===== src/rtl/stdp_update_scheduler.sv =====
// STDP update scheduler: per-synapse pre/post spike timers, LTP/LTD request queue,
// and one shared weight-update unit served round-robin over the weight register file.
module stdp_update_scheduler #(
  parameter int N_SYN  = 4,
  parameter int TW     = 8,
  parameter int WW     = 8,
  parameter int WINDOW = 16,
  parameter int W_INIT = 16
) (
  input  logic                     clk,
  input  logic                     rst,
  input  logic                     en,
  input  logic [N_SYN-1:0]         pre_spike,
  input  logic                     post_spike,
  input  logic [$clog2(N_SYN)-1:0] weight_rd_sel,
  output logic [WW-1:0]            weight_rd,
  output logic                     busy,
  output logic                     upd_valid,
  output logic [$clog2(N_SYN)-1:0] upd_idx,
  output logic [WW-1:0]            upd_weight,
  output logic                     overrun
);
  localparam int IW = $clog2(N_SYN);
  localparam logic [TW:0] WIN = (TW+1)'(WINDOW);

  typedef enum logic [1:0] {IDLE, CALC, WRITE} state_t;
  state_t state, state_nx;

  logic [TW-1:0]    pre_timer [N_SYN];
  logic [TW-1:0]    post_timer;
  logic [WW-1:0]    weight    [N_SYN];
  logic [TW-1:0]    ltp_dt    [N_SYN];
  logic [TW-1:0]    ltd_dt    [N_SYN];
  logic [N_SYN-1:0] ltp_pend, ltd_pend, ltp_set, ltd_set, ltp_clr, ltd_clr;
  logic [IW-1:0]    rr_ptr, grant, grant_nx;
  logic [WW-1:0]    new_w, calc_w;
  logic             overrun_r, overrun_nx, any_pend, found, serve_ltp;
  logic [TW-1:0]    dt_sel;
  logic [WW:0]      delta, wide;
  logic [IW-1:0]    cand;

  function automatic logic [TW-1:0] sat_inc(input logic [TW-1:0] t);
    return (t == '1) ? t : t + 1'b1;
  endfunction

  // Captures see the timer values from before this edge's spike clear.
  always_comb begin
    ltp_set = '0;
    ltd_set = '0;
    for (int unsigned i = 0; i < N_SYN; i++) begin
      if (en && post_spike && (pre_spike[i] || ({1'b0, pre_timer[i]} < WIN)))
        ltp_set[i] = 1'b1;
      if (en && pre_spike[i] && !post_spike && ({1'b0, post_timer} < WIN))
        ltd_set[i] = 1'b1;
    end
  end

  always_comb begin
    serve_ltp = ltp_pend[grant];
    ltp_clr   = '0;
    ltd_clr   = '0;
    if (state == CALC) begin
      if (serve_ltp) ltp_clr = N_SYN'(1) << grant;
      else           ltd_clr = N_SYN'(1) << grant;
    end
    overrun_nx = |((ltp_set & ltp_pend & ~ltp_clr) | (ltd_set & ltd_pend & ~ltd_clr));
  end

  always_comb begin
    any_pend = |(ltp_pend | ltd_pend);
    grant_nx = rr_ptr;
    found    = 1'b0;
    cand     = '0;
    for (int unsigned k = 0; k < N_SYN; k++) begin
      cand = rr_ptr + IW'(k);
      if (!found && (ltp_pend[cand] || ltd_pend[cand])) begin
        grant_nx = cand;
        found    = 1'b1;
      end
    end
  end

  always_comb begin
    dt_sel = serve_ltp ? ltp_dt[grant] : ltd_dt[grant];
    if      ({1'b0, dt_sel} < (TW+1)'(2)) delta = (WW+1)'(8);
    else if ({1'b0, dt_sel} < (TW+1)'(4)) delta = (WW+1)'(4);
    else if ({1'b0, dt_sel} < (TW+1)'(8)) delta = (WW+1)'(2);
    else if ({1'b0, dt_sel} < WIN)        delta = (WW+1)'(1);
    else                                  delta = '0;
    wide = serve_ltp ? ({1'b0, weight[grant]} + delta) : ({1'b0, weight[grant]} - delta);
    if (!wide[WW])      calc_w = wide[WW-1:0];
    else if (serve_ltp) calc_w = '1;
    else                calc_w = '0;
  end

  always_comb begin
    state_nx = state;
    case (state)
      IDLE:    if (any_pend) state_nx = CALC;
      CALC:    state_nx = WRITE;
      WRITE:   state_nx = IDLE;
      default: state_nx = IDLE;
    endcase
  end

  always_ff @(posedge clk or posedge rst) begin
    if (rst) begin
      state      <= IDLE;
      post_timer <= '1;
      ltp_pend   <= '0;
      ltd_pend   <= '0;
      rr_ptr     <= '0;
      grant      <= '0;
      new_w      <= '0;
      overrun_r  <= 1'b0;
      for (int unsigned i = 0; i < N_SYN; i++) begin
        pre_timer[i] <= '1;
        weight[i]    <= WW'(W_INIT);
        ltp_dt[i]    <= '0;
        ltd_dt[i]    <= '0;
      end
    end else begin
      state     <= state_nx;
      overrun_r <= overrun_nx;
      ltp_pend  <= (ltp_pend & ~ltp_clr) | ltp_set;
      ltd_pend  <= (ltd_pend & ~ltd_clr) | ltd_set;
      if (en) post_timer <= post_spike ? '0 : sat_inc(post_timer);
      for (int unsigned i = 0; i < N_SYN; i++) begin
        if (en) pre_timer[i] <= pre_spike[i] ? '0 : sat_inc(pre_timer[i]);
        if (ltp_set[i]) ltp_dt[i] <= pre_spike[i] ? '0 : pre_timer[i];
        if (ltd_set[i]) ltd_dt[i] <= post_timer;
      end
      if (state == IDLE && any_pend) grant <= grant_nx;
      if (state == CALC) new_w <= calc_w;
      if (state == WRITE) begin
        weight[grant] <= new_w;
        rr_ptr        <= grant + 1'b1;
      end
    end
  end

  assign weight_rd  = weight[weight_rd_sel];
  assign busy       = (state != IDLE) || any_pend;
  assign upd_valid  = (state == WRITE);
  assign upd_idx    = (state == WRITE) ? grant : '0;
  assign upd_weight = (state == WRITE) ? new_w : '0;
  assign overrun    = overrun_r;
endmodule

===== config.mk =====
export PLATFORM = sky130hd
export DESIGN_NAME = stdp_update_scheduler
export DESIGN_NICKNAME = d
export VERILOG_FILES = /design/src/rtl/stdp_update_scheduler.sv
export SDC_FILE = /design/constraint.sdc
export NUM_CORES = 1
export LEC_CHECK = 0
export BUFFER_PORTS_ARGS = -buffer_cell sky130_fd_sc_hd__buf_2
export CAP_MARGIN = 30
export CORE_UTILIZATION = 45
export DETAILED_ROUTE_END_ITERATION = 10
export GPL_ROUTABILITY_DRIVEN = 0
export PLACE_DENSITY = 0.69
export SLEW_MARGIN = 20
export SYNTH_ARGS = -nofsm -noshare
export SYNTH_HDL_FRONTEND = slang
export SYNTH_SLANG_ARGS = --single-unit

===== constraint.sdc =====
create_clock -name clk -period 11 [get_ports clk]
set_input_delay 2.2 -clock clk [delete_from_list [all_inputs] [get_ports clk]]
set_output_delay 2.2 -clock clk [all_outputs]
set_load 0.01 [all_outputs]

==> run metrics, run 1 <==
Reg2Reg Setup Slack=between 6 and 7 ns; HPWL Detailed=10700 um; post-CTS repair timing setup buffer count=0; Buf/Inv on CP=2; most frequent cell after synthesis=dfrtp_1; Distinct cells, synth=53; CTS sink cnt=151; CTS resizes=0; Placed Cells incl. Taps=just under 900; CP Launch Point=weight_rd_sel[0]; Final Hold Viols=0; drt wl/cell=around 16 um; crit path DAT=3.18 ns; Leakage=3.67 nW; EDFF count, synth=0; Synthesis Warnings=0; CP max-delay cell=mux4_2; pwr dens=206 nW/um^2; Die H=131 um; Core ar.=roughly 16000 um^2; R2R Path Start=grant[1]; Die ar.=17100 um^2; drt total wl=15100 um; GRT Total Usage=19.5%; Clock Path Buffers=2; Cell Chain, Critical Path=buf_2 -> mux4_2 -> buf_2; fill cell count=1400; asr flop ratio synth=100%; final setup fails=0; top post-synthesis cells by count=107 x dfrtp_1, 71 x nand2_1, 46 x mux2_2, 45 x and2_1; num ports=31; worst slew pin tran=0.738 ns; unrepaired setup endpoints after global routing=false; most used cell along the critical path=buf_2; post-synthesis average cell area=11.4 um^2; die extent in x=131 um; R2R depth=16; Layout area overhead=13.9%; Levels on crit path=3; synthesized instance count=654; Worst Hold Depth=1; DRC Markers=0; DR pass1 iterations=4; setup_tns=0 ns; initial antenna violation count=0; CTS Buf Count=17; share of layout cells above drive strength 1=28.3%; crit path time final=5.38 ns; CTS tree=built; first-pass GRT wire length=25200 um; main area contributors after synthesis=dfrtp_1 36%, dfstp_2 16%, mux4_2 7.3%; DRT iter0 DRCs=270; CP startpoint kind=input port; Top delay family on crit path=multiplexers; fmax=186 MHz; Final nets=717; Slew headroom=50.3%; fin cells=918; MaxCap Viol Count=0; Worst Clk Skew=0.00636 ns; top_reg_cell synth=dfrtp_1; register area share after synthesis=just over 50%; CTS root buf=clkbuf_16; clock-pin transition on the worst setup and hold timing paths=roughly 0.060 ns; area leader, netlist=dfrtp_1; # diodes=0; number of synthesized register bits=around 150; Final Max Slew Viols=0; Syn Nets=just under 700; Hold Path Class=reg -> reg; Yosys top cell area share=36.0%; vias in the first global route=5118; status=complete, no violations; hold_buf cts=0; largest stage delay on the critical path=0.55 ns; Peak supply drop=roughly 0.12 mV; WS Path Type=in -> out; initial core utilization=46.5%; later-pin clock latency in the skew report=~0.43 ns; via count=5148; Cell Area, Synth=approximately 7400 um^2; worst path required time=8.80 ns; port bufs=30; num rows=46; largest net degree at the start of global routing=68; CTS H-tree lvls=4; Critical Path Sink=weight_rd[1]; Crit. End Element=output port; GR Overflow Total=0; Via density=5.61; RR Endpoint=new_w[2]; DRT antenna net count=0; worst-path fanout max=8; Tcrit/Tclk final=around half
==> routing by layer <==
metal	routed length [um]	vias to the layer above	global-route usage [%]
met3	513	23	5.54
li1	-	2422	-
met1	6820	2603	23.8
met2	7560	100	32.9
met4	252	0	7.51
met5	0	-	0
==> kinds of logic after synthesis <==
group	share of synthesized area, %
AND/OR/NAND/NOR	16.7
flip-flops	51.5
AO/OA/AOI/OAI	9.68
multiplexers	14.2
buffers and inverters	2.03
XOR/XNOR	2.71
adder cells (fa/ha/maj)	3.13
==> registers in the layout (all words and copies together), names as in the netlist, 4 cells and up <==
register    count
ltd_dt         28
ltd_pend        4
ltp_dt         28
ltp_pend        4
new_w           8
post_timer      8
pre_timer      32
weight         32
==> how the worst min path moves through the flow <==
stage,from,endpoint,slack [ns]
floorplan,ltp_dt[10],ltp_dt[10],0.44
global placement,ltd_dt[28],ltd_dt[28],0.46
detailed placement,ltd_dt[23],ltd_dt[23],0.46
CTS,ltd_dt[23],ltd_dt[23],0.48
global route,ltd_dt[23],ltd_dt[23],0.49
finish,ltd_dt[23],ltd_dt[23],0.48
==> power breakdown <==
group | internal [mW] | total [mW] | switching (mW)
logic | 0.208 | 0.414 | 0.206
registers | 0.651 | 0.724 | 0.0727
clock network | 0.369 | 0.610 | 0.241
==> cell usage in the layout, fill, tap and decap left out, types with 20 or more instances in the layout <==
master     n
dfrtp_1  107
nand2_1   71
mux2_2    46
and2_1    45
o21ai_0   44
dfstp_2   44
nor2_1    38
buf_2     31
mux4_2    24
a21oi_1   21
nand3_1   20
==> stage by stage <==
| step | hold WS (ns) | worst slack, ns | power, mW | area, um^2 | utilization (%) |
|---|---|---|---|---|---|
| finish | 0.479 | 5.62 | 1.75 | 8480 | 53.0 |
| detailed placement | 0.465 | 5.60 | 1.15 | 7850 | 49.1 |
| floorplan | 0.443 | 4.81 | 1.03 | 7440 | - |
| CTS | 0.483 | 5.60 | 1.76 | 8470 | 52.9 |
| global placement | 0.460 | 5.60 | 1.12 | 7820 | 48.9 |
| global route | 0.488 | 5.57 | 1.84 | 8480 | 53.0 |
==> cell type report <==
type,instances,area (um^2),share of cell area (%)
sequential,151,3830,45.2
multi-input combinational,466,3460,40.8
clock buffer,18,439,5.18
tap,216,270,3.19
timing repair buffer,39,235,2.77
clock inverter,14,183,2.15
inverter,14,57.6,0.679
Note: power is estimated with default switching activity, not from simulation.
==> inputs of run 2 (changes only) <==
- ABC_AREA: unset -> 1
- PLACE_DENSITY: 0.69 -> 0.71
- clock period: 11 -> 4.75 ns (I/O delays scaled with it)
==> run 2 against run 1 <==
Synthesized cell count increased by 52%; count of clock-buffer cells in the layout increased by 2; synthesized area increased by 7.6%; flip-flop and latch count unchanged; non-clock buffer count decreased by 1; first-iteration DRC count increased by 47%; clock power increased by 110%; worst hold slack improved by 0.0013 ns; sequential power increased by 150%; die area increased by 7.5%; via count increased by 27%; wire length increased by 13%; critical endpoint is now new_w[1].
==> run metrics, run 2 <==
status=complete, no violations (unchanged); top_reg_cell synth=dfrtp_1 (unchanged); Design Area, Final=8940 um^2 (was 8480 um^2); num rows=48 (was 46); Worst Hold Depth=2 (was 1); CTS tree=built (unchanged); MaxCap Viol Count=0 (unchanged); combinational share of power=43.7% (was 23.7%); post-synthesis mux area share=0% (was 14.2%); share of layout cells above drive strength 1=16.2% (was 28.3%); switch share=40.3% (was 29.7%); register area share after synthesis=47.9% (was 51.5%); number of synthesized register bits=151 (unchanged); asr flop ratio synth=100% (unchanged); R2R depth=16 (unchanged); Hold Path Origin=pre_timer[4] (was ltd_dt[23]); Reg2Reg Setup Slack=1.59 ns (was 6.91 ns); setup_tns=0 ns (unchanged); CTS root buf=clkbuf_16 (unchanged); Final Max Slew Viols=0 (unchanged); Worst Clk Skew=0.00834 ns (was 0.00636 ns); Tcrit/Tclk final=66.6%; Via density=5.16 (was 5.61); top flop regs=pre_timer (32), weight (32) (unchanged); NetSw=2.21 mW (was 520 uW); Slew headroom=47.2% (was 50.3%); fmax=316 MHz; port bufs=30 (unchanged); clock power share=23.8% (was 34.9%); largest family of logic cells by synthesized area=simple AND/OR/NAND/NOR gates (unchanged); post-synthesis average cell area=8.04 um^2 (was 11.4 um^2); worst path required time=5.10 ns (was 8.80 ns); adder and majority gate portion of the synthesized area=2.91% (was 3.13%); Syn Nets=1024 (was 682); main area contributors after synthesis=dfrtp_1 33%, dfstp_2 14%, nand2_1 7.9% (was dfrtp_1 36%, dfstp_2 16%, mux4_2 7.3%); HPWL Detailed=12000 um (was 10700 um); Final Hold Viols=0 (unchanged); unrepaired setup endpoints after global routing=false (unchanged); hold_buf cts=0 (unchanged); via count=6527 (was 5148); most frequent cells in the layout=169 x nand2_1, 147 x nor2_1, 120 x inv_1 (was 107 x dfrtp_1, 71 x nand2_1, 46 x mux2_2); GR Overflow Total=0 (unchanged); endpoint of the worst hold path=pre_timer[4] (was ltd_dt[23]); crit path time final=3.16 ns; Layout area overhead=11.6% (was 13.9%); Hold WS=0.480 ns (was 0.479 ns); die extent in x=135 um (was 131 um); clock-pin transition on the worst setup and hold timing paths=0.06 ns (about the same); most frequent cell after synthesis=nand2_1 (was dfrtp_1); later-pin clock latency in the skew report=0.43 ns (about the same); Die ar.=18300 um^2 (was 17100 um^2); Hold Path Class=reg -> reg (unchanged); DRC Markers=0 (unchanged); R2R Path Start=grant[1] (unchanged); first-pass GRT wire length=29700 um (was 25200 um); Crit. End Element=flop (was output port); Util after Layout=51.5% (was 53.0%); fin cells=1264 (was 918); vias in the first global route=6104 (was 5118); area leader, netlist=dfrtp_1 (unchanged); CP startpoint kind=flop (was input port); Yosys top cell area share=33.4% (was 36.0%); pwr dens=614 nW/um^2 (was 206 nW/um^2); DRT iter0 DRCs=397 (was 270); # diodes=0 (unchanged); Die H=135 um (was 131 um); Core ar.=17400 um^2 (was 16000 um^2); Internal Power=3.28 mW (was 1.23 mW); XOR/XNOR Fraction of Synth Area=1.20% (was 2.71%); top post-synthesis cells by count=169 x nand2_1, 147 x nor2_1, 121 x inv_1, 111 x o21ai_0, 107 x dfrtp_1 (was 107 x dfrtp_1, 71 x nand2_1, 46 x mux2_2, 45 x and2_1); initial antenna violation count=0 (unchanged); worst-path fanout max=21 (was 8); drt wl/cell=13.5 um (was 16.5 um); Post-DP Area=8370 um^2 (was 7850 um^2); worst slew pin tran=0.792 ns (was 0.738 ns); CTS H-tree lvls=4 (unchanged); DRT antenna net count=0 (unchanged); register share of total power=32.5% (was 41.4%); Cell Area, Synth=8010 um^2 (was 7440 um^2); Final nets=1054 (was 717); largest net degree at the start of global routing=152 (was 68); post-CTS repair timing setup buffer count=0 (unchanged); Leakage=4.10 nW (was 3.67 nW); Synthesis Warnings=0 (unchanged); DR pass1 iterations=5 (was 4); GRT Total Usage=20.4% (was 19.5%); Placed Cells incl. Taps=1232 (was 885); Peak supply drop=0.361 mV (was 0.124 mV); WS Path Type=reg -> reg (was in -> out); initial core utilization=46.2% (was 46.5%); crit path DAT=3.51 ns (was 3.18 ns); CTS sink cnt=151 (unchanged); final setup fails=0 (unchanged); RR Endpoint=new_w[1] (was new_w[2]); drt total wl=17000 um (was 15100 um); Clock Path Buffers=2 (unchanged); most common cell after layout, fill and taps aside=nand2_1 (was dfrtp_1); CTS resizes=0 (unchanged); Compound-Gate Fraction of Synth Area=16.2% (was 9.68%); post-synthesis share of cell area spent on and, or, nand and nor gates=23.7% (was 16.7%); synthesized instance count=996 (was 654); num ports=31 (unchanged); CTS Buf Count=17 (unchanged); EDFF count, synth=0 (unchanged); Distinct cells, synth=47 (was 53)
run 2: cell families (layout without fill, tap and decap cells):
| kind of cell | after synthesis | in the layout |
|---|---|---|
| AO/OA/AOI/OAI | 224 | 224 |
| AND/OR/NAND/NOR | 433 | 433 |
| flip-flops | 151 | 151 |
| adder cells (fa/ha/maj) | 18 | 18 |
| buffers and inverters | 159 | 202 |
| XOR/XNOR | 11 | 11 |
run 2: critical path, stage by stage (launching register included):
cell and delay [ns]:
dfrtp_1 0.36, buf_4 0.21, inv_2 0.29, nand2_2 0.15
nand2_8 0.14, inv_4 0.07, o21ai_4 0.16, inv_1 0.06
nor2_1 0.12, ha_1 0.19, inv_1 0.06, fa_1 0.40
o21ai_1 0.28, a21oi_2 0.13, nand4_2 0.20, nand3_1 0.13
a21oi_2 0.13
run 2: area by class of cell:
type	count	area (um^2)
Clock buffer	20	437
Clock inverter	12	130
Fill cell	1605	8420
Inverter	132	502
Multi-Input combinational cell	686	3530
Sequential cell	151	3830
Tap cell	225	282
Timing Repair Buffer	38	223
run 2: metrics by stage:
stage / setup WS (ns) / power, mW
after detailed placement: 1.63 / 4.19
after global placement: 1.74 / 4.14
after CTS: 1.59 / 5.50
final: 1.59 / 5.48
after floorplan: 1.93 / 3.72
after global routing: 1.27 / 5.93
run 2: worst max path at each step:
stage,to,start,slack [ns]
finish,new_w[1],grant[1],1.59
global route,new_w[6],grant[0],1.27
CTS,new_w[2],grant[1],1.59
detailed placement,new_w[5],grant[1],1.63
global placement,new_w[6],grant[1],1.74
floorplan,grant[0],rst,1.93
run 2: per-layer routing:
| metal | vias up | track usage (%) | wire length, um |
|---|---|---|---|
| li1 | 3309 | - | - |
| met5 | - | 0 | 0 |
| met4 | 0 | 6.74 | 231 |
| met2 | 127 | 32.1 | 7920 |
| met3 | 17 | 3.33 | 645 |
| met1 | 3074 | 28.5 | 8250 |
run 2: power by group through the flow:
stage / clock network [mW] / registers, mW / logic (mW)
global placement: 0 / 1.79 / 2.35
detailed placement: 0 / 1.80 / 2.39
finish: 1.31 / 1.78 / 2.40
CTS: 1.33 / 1.78 / 2.40
floorplan: 0 / 1.73 / 1.99
global route: 1.38 / 1.81 / 2.74
==> inputs of run 3 (changes only) <==
- PLACE_DENSITY: 0.71 -> 0.69
- clock period: 4.75 -> 3.25 ns (I/O delays scaled with it)
==> run 3 against run 2 <==
Clock power is 45% higher; first-iteration DRC count is 20% higher; flip-flop and latch count unchanged; die area did not move; worst hold slack worse by 0.16 ns; design area up 1.0%; non-clock buffer count up 10; cell count is 0.79% higher; count of clock-buffer cells in the layout rose by 3; combinational power is 51% higher; critical path depth increased by 4; largest power group unchanged.
==> run metrics, run 3 (synthesis gave the netlist of run 2 again) <==
# diodes=0 (unchanged); Peak supply drop=0.467 mV (was 0.361 mV); Cell Chain, Critical Path=inv_1 -> buf_4 -> nand2_1 -> nand2_2 -> nand2_4 -> nand2_8 -> inv_4 -> o21ai_4 -> inv_1 -> nor2_1 -> ha_1 -> inv_1 -> fa_1 -> o21ai_2 -> nand2_1 -> nor2_1 -> o21ai_0 -> nand2_1 -> nand3_1 -> a21oi_2 (was buf_4 -> inv_2 -> nand2_2 -> nand2_8 -> inv_4 -> o21ai_4 -> inv_1 -> nor2_1 -> ha_1 -> inv_1 -> fa_1 -> o21ai_1 -> a21oi_2 -> nand4_2 -> nand3_1 -> a21oi_2); Clock Path Buffers=2 (unchanged); Top delay family on crit path=simple AND/OR/NAND/NOR gates (unchanged); Die ar.=18300 um^2 (unchanged); Leakage=4.16 nW (was 4.10 nW); R2R Path Start=grant[0] (was grant[1]); fmax=340 MHz (was 316 MHz); hold_buf cts=0 (unchanged); Crit. End Element=flop (unchanged); clock-pin transition on the worst setup and hold timing paths=0.06 ns (about the same); crit path time final=2.94 ns (was 3.16 ns); Tcrit/Tclk final=90.6% (was 66.6%); Final Max Slew Viols=0 (unchanged); Via density=5.14 (was 5.16); pwr dens=901 nW/um^2 (was 614 nW/um^2); DRC Markers=0 (unchanged); crit path DAT=3.30 ns (was 3.51 ns); Layout area overhead=12.7% (was 11.6%); die extent in x=135 um (unchanged); drt wl/cell=14.0 um (was 13.5 um); most frequent cells in the layout=169 x nand2_1, 147 x nor2_1, 120 x inv_1 (unchanged); post-CTS repair timing setup buffer count=0 (unchanged); Worst Clk Skew=0.0105 ns (was 0.00834 ns); GRT Total Usage=21.0% (was 20.4%); largest stage delay on the critical path=0.41 ns (was 0.40 ns); setup_tns=0 ns (unchanged); CTS H-tree lvls=4 (unchanged); Buf/Inv on CP=5 (unchanged); initial antenna violation count=0 (unchanged); vias in the first global route=6089 (was 6104); num ports=31 (unchanged); unrepaired setup endpoints after global routing=false (unchanged); drt total wl=17800 um (was 17000 um); WS Path Type=reg -> reg (unchanged); worst-path fanout max=14 (was 21); later-pin clock latency in the skew report=0.42 ns (was 0.43 ns); Util after Layout=52.0% (was 51.5%); Slew headroom=55.9% (was 47.2%); GR Overflow Total=0 (unchanged); initial core utilization=46.2% (unchanged); Die H=135 um (unchanged); port bufs=30 (unchanged); Final nets=1064 (was 1054); final setup fails=0 (unchanged); via count=6546 (was 6527); RR Endpoint=new_w[6] (was new_w[1]); num rows=48 (unchanged); DRT iter0 DRCs=477 (was 397); HPWL Detailed=12800 um (was 12000 um); CTS sink cnt=151 (unchanged); share of layout cells above drive strength 1=16.9% (was 16.2%); CTS root buf=clkbuf_16 (unchanged); worst slew pin tran=0.660 ns (was 0.792 ns); CTS Buf Count=17 (unchanged); CTS tree=built (unchanged); top flop regs=pre_timer (32), weight (32) (unchanged); fill cell count=1620 (was 1605); DR pass1 iterations=7 (was 5); Final Hold Viols=0 (unchanged); DRT antenna net count=0 (unchanged); Core ar.=17400 um^2 (unchanged); worst path required time=3.60 ns (was 5.10 ns); Reg2Reg Setup Slack=0.31 ns (was 1.59 ns); status=complete, no violations (unchanged); R2R depth=20 (was 16); CP max-delay cell=fa_1 (unchanged); most common cell after layout, fill and taps aside=nand2_1 (unchanged); first-pass GRT wire length=30000 um (was 29700 um); Hold Path Class=in -> async (was reg -> reg); largest net degree at the start of global routing=44 (was 152); MaxCap Viol Count=0 (unchanged); CP startpoint kind=flop (unchanged)
[run 3: where the power goes]
| group | total (mW) | internal (mW) | switching, mW |
|---|---|---|---|
| Clock | 1.90 | 1.15 | 0.753 |
| Combinational | 3.63 | 1.41 | 2.21 |
| Sequential | 2.61 | 2.31 | 0.305 |
[run 3: per-stage QoR]
stage	worst slack [ns]	hold slack [ns]	cells	instance area, um^2	total power [mW]
floorplan	0.596	0.445	996	8010	5.44
global placement	0.342	0.458	1242	8450	6.10
detailed placement	0.254	0.464	1242	8450	6.18
CTS	0.241	0.338	1274	9010	8.11
global route	0.0167	0.354	1274	9030	8.76
finish	0.306	0.324	1274	9030	8.14
[run 3: cell type report]
cell class	instances	area, um^2	area share [%]
Timing Repair Buffer	48	302	3.34
Sequential cell	151	3830	42.4
Clock buffer	23	458	5.07
Inverter	132	502	5.56
Tap cell	225	282	3.12
Clock inverter	9	103	1.14
Multi-Input combinational cell	686	3550	39.3
[run 3: worst max-delay path by stage]
stage	start	to	cells past startpoint
finish	grant[0]	new_w[6]	20
global route	grant[0]	new_w[5]	20
CTS	grant[0]	new_w[3]	18
detailed placement	grant[0]	new_w[3]	18
global placement	grant[0]	new_w[6]	21
floorplan	grant[0]	new_w[6]	20
[run 3: what timing repair did]
action                                  4_1_cts  5_1_grt
endpoints found under the setup margin        0        8
gates resized for setup                       0        4
endpoints found under the hold margin         0        0
[run 3: routing by layer]
metal  routed length (um)  track usage [%]  vias to the layer above
li1                     -                -                     3337
met4                  188             6.05                        0
met3                  639             4.45                       13
met5                    0                0                        -
met1                 8760             28.9                     3079
met2                 8250             33.3                      117
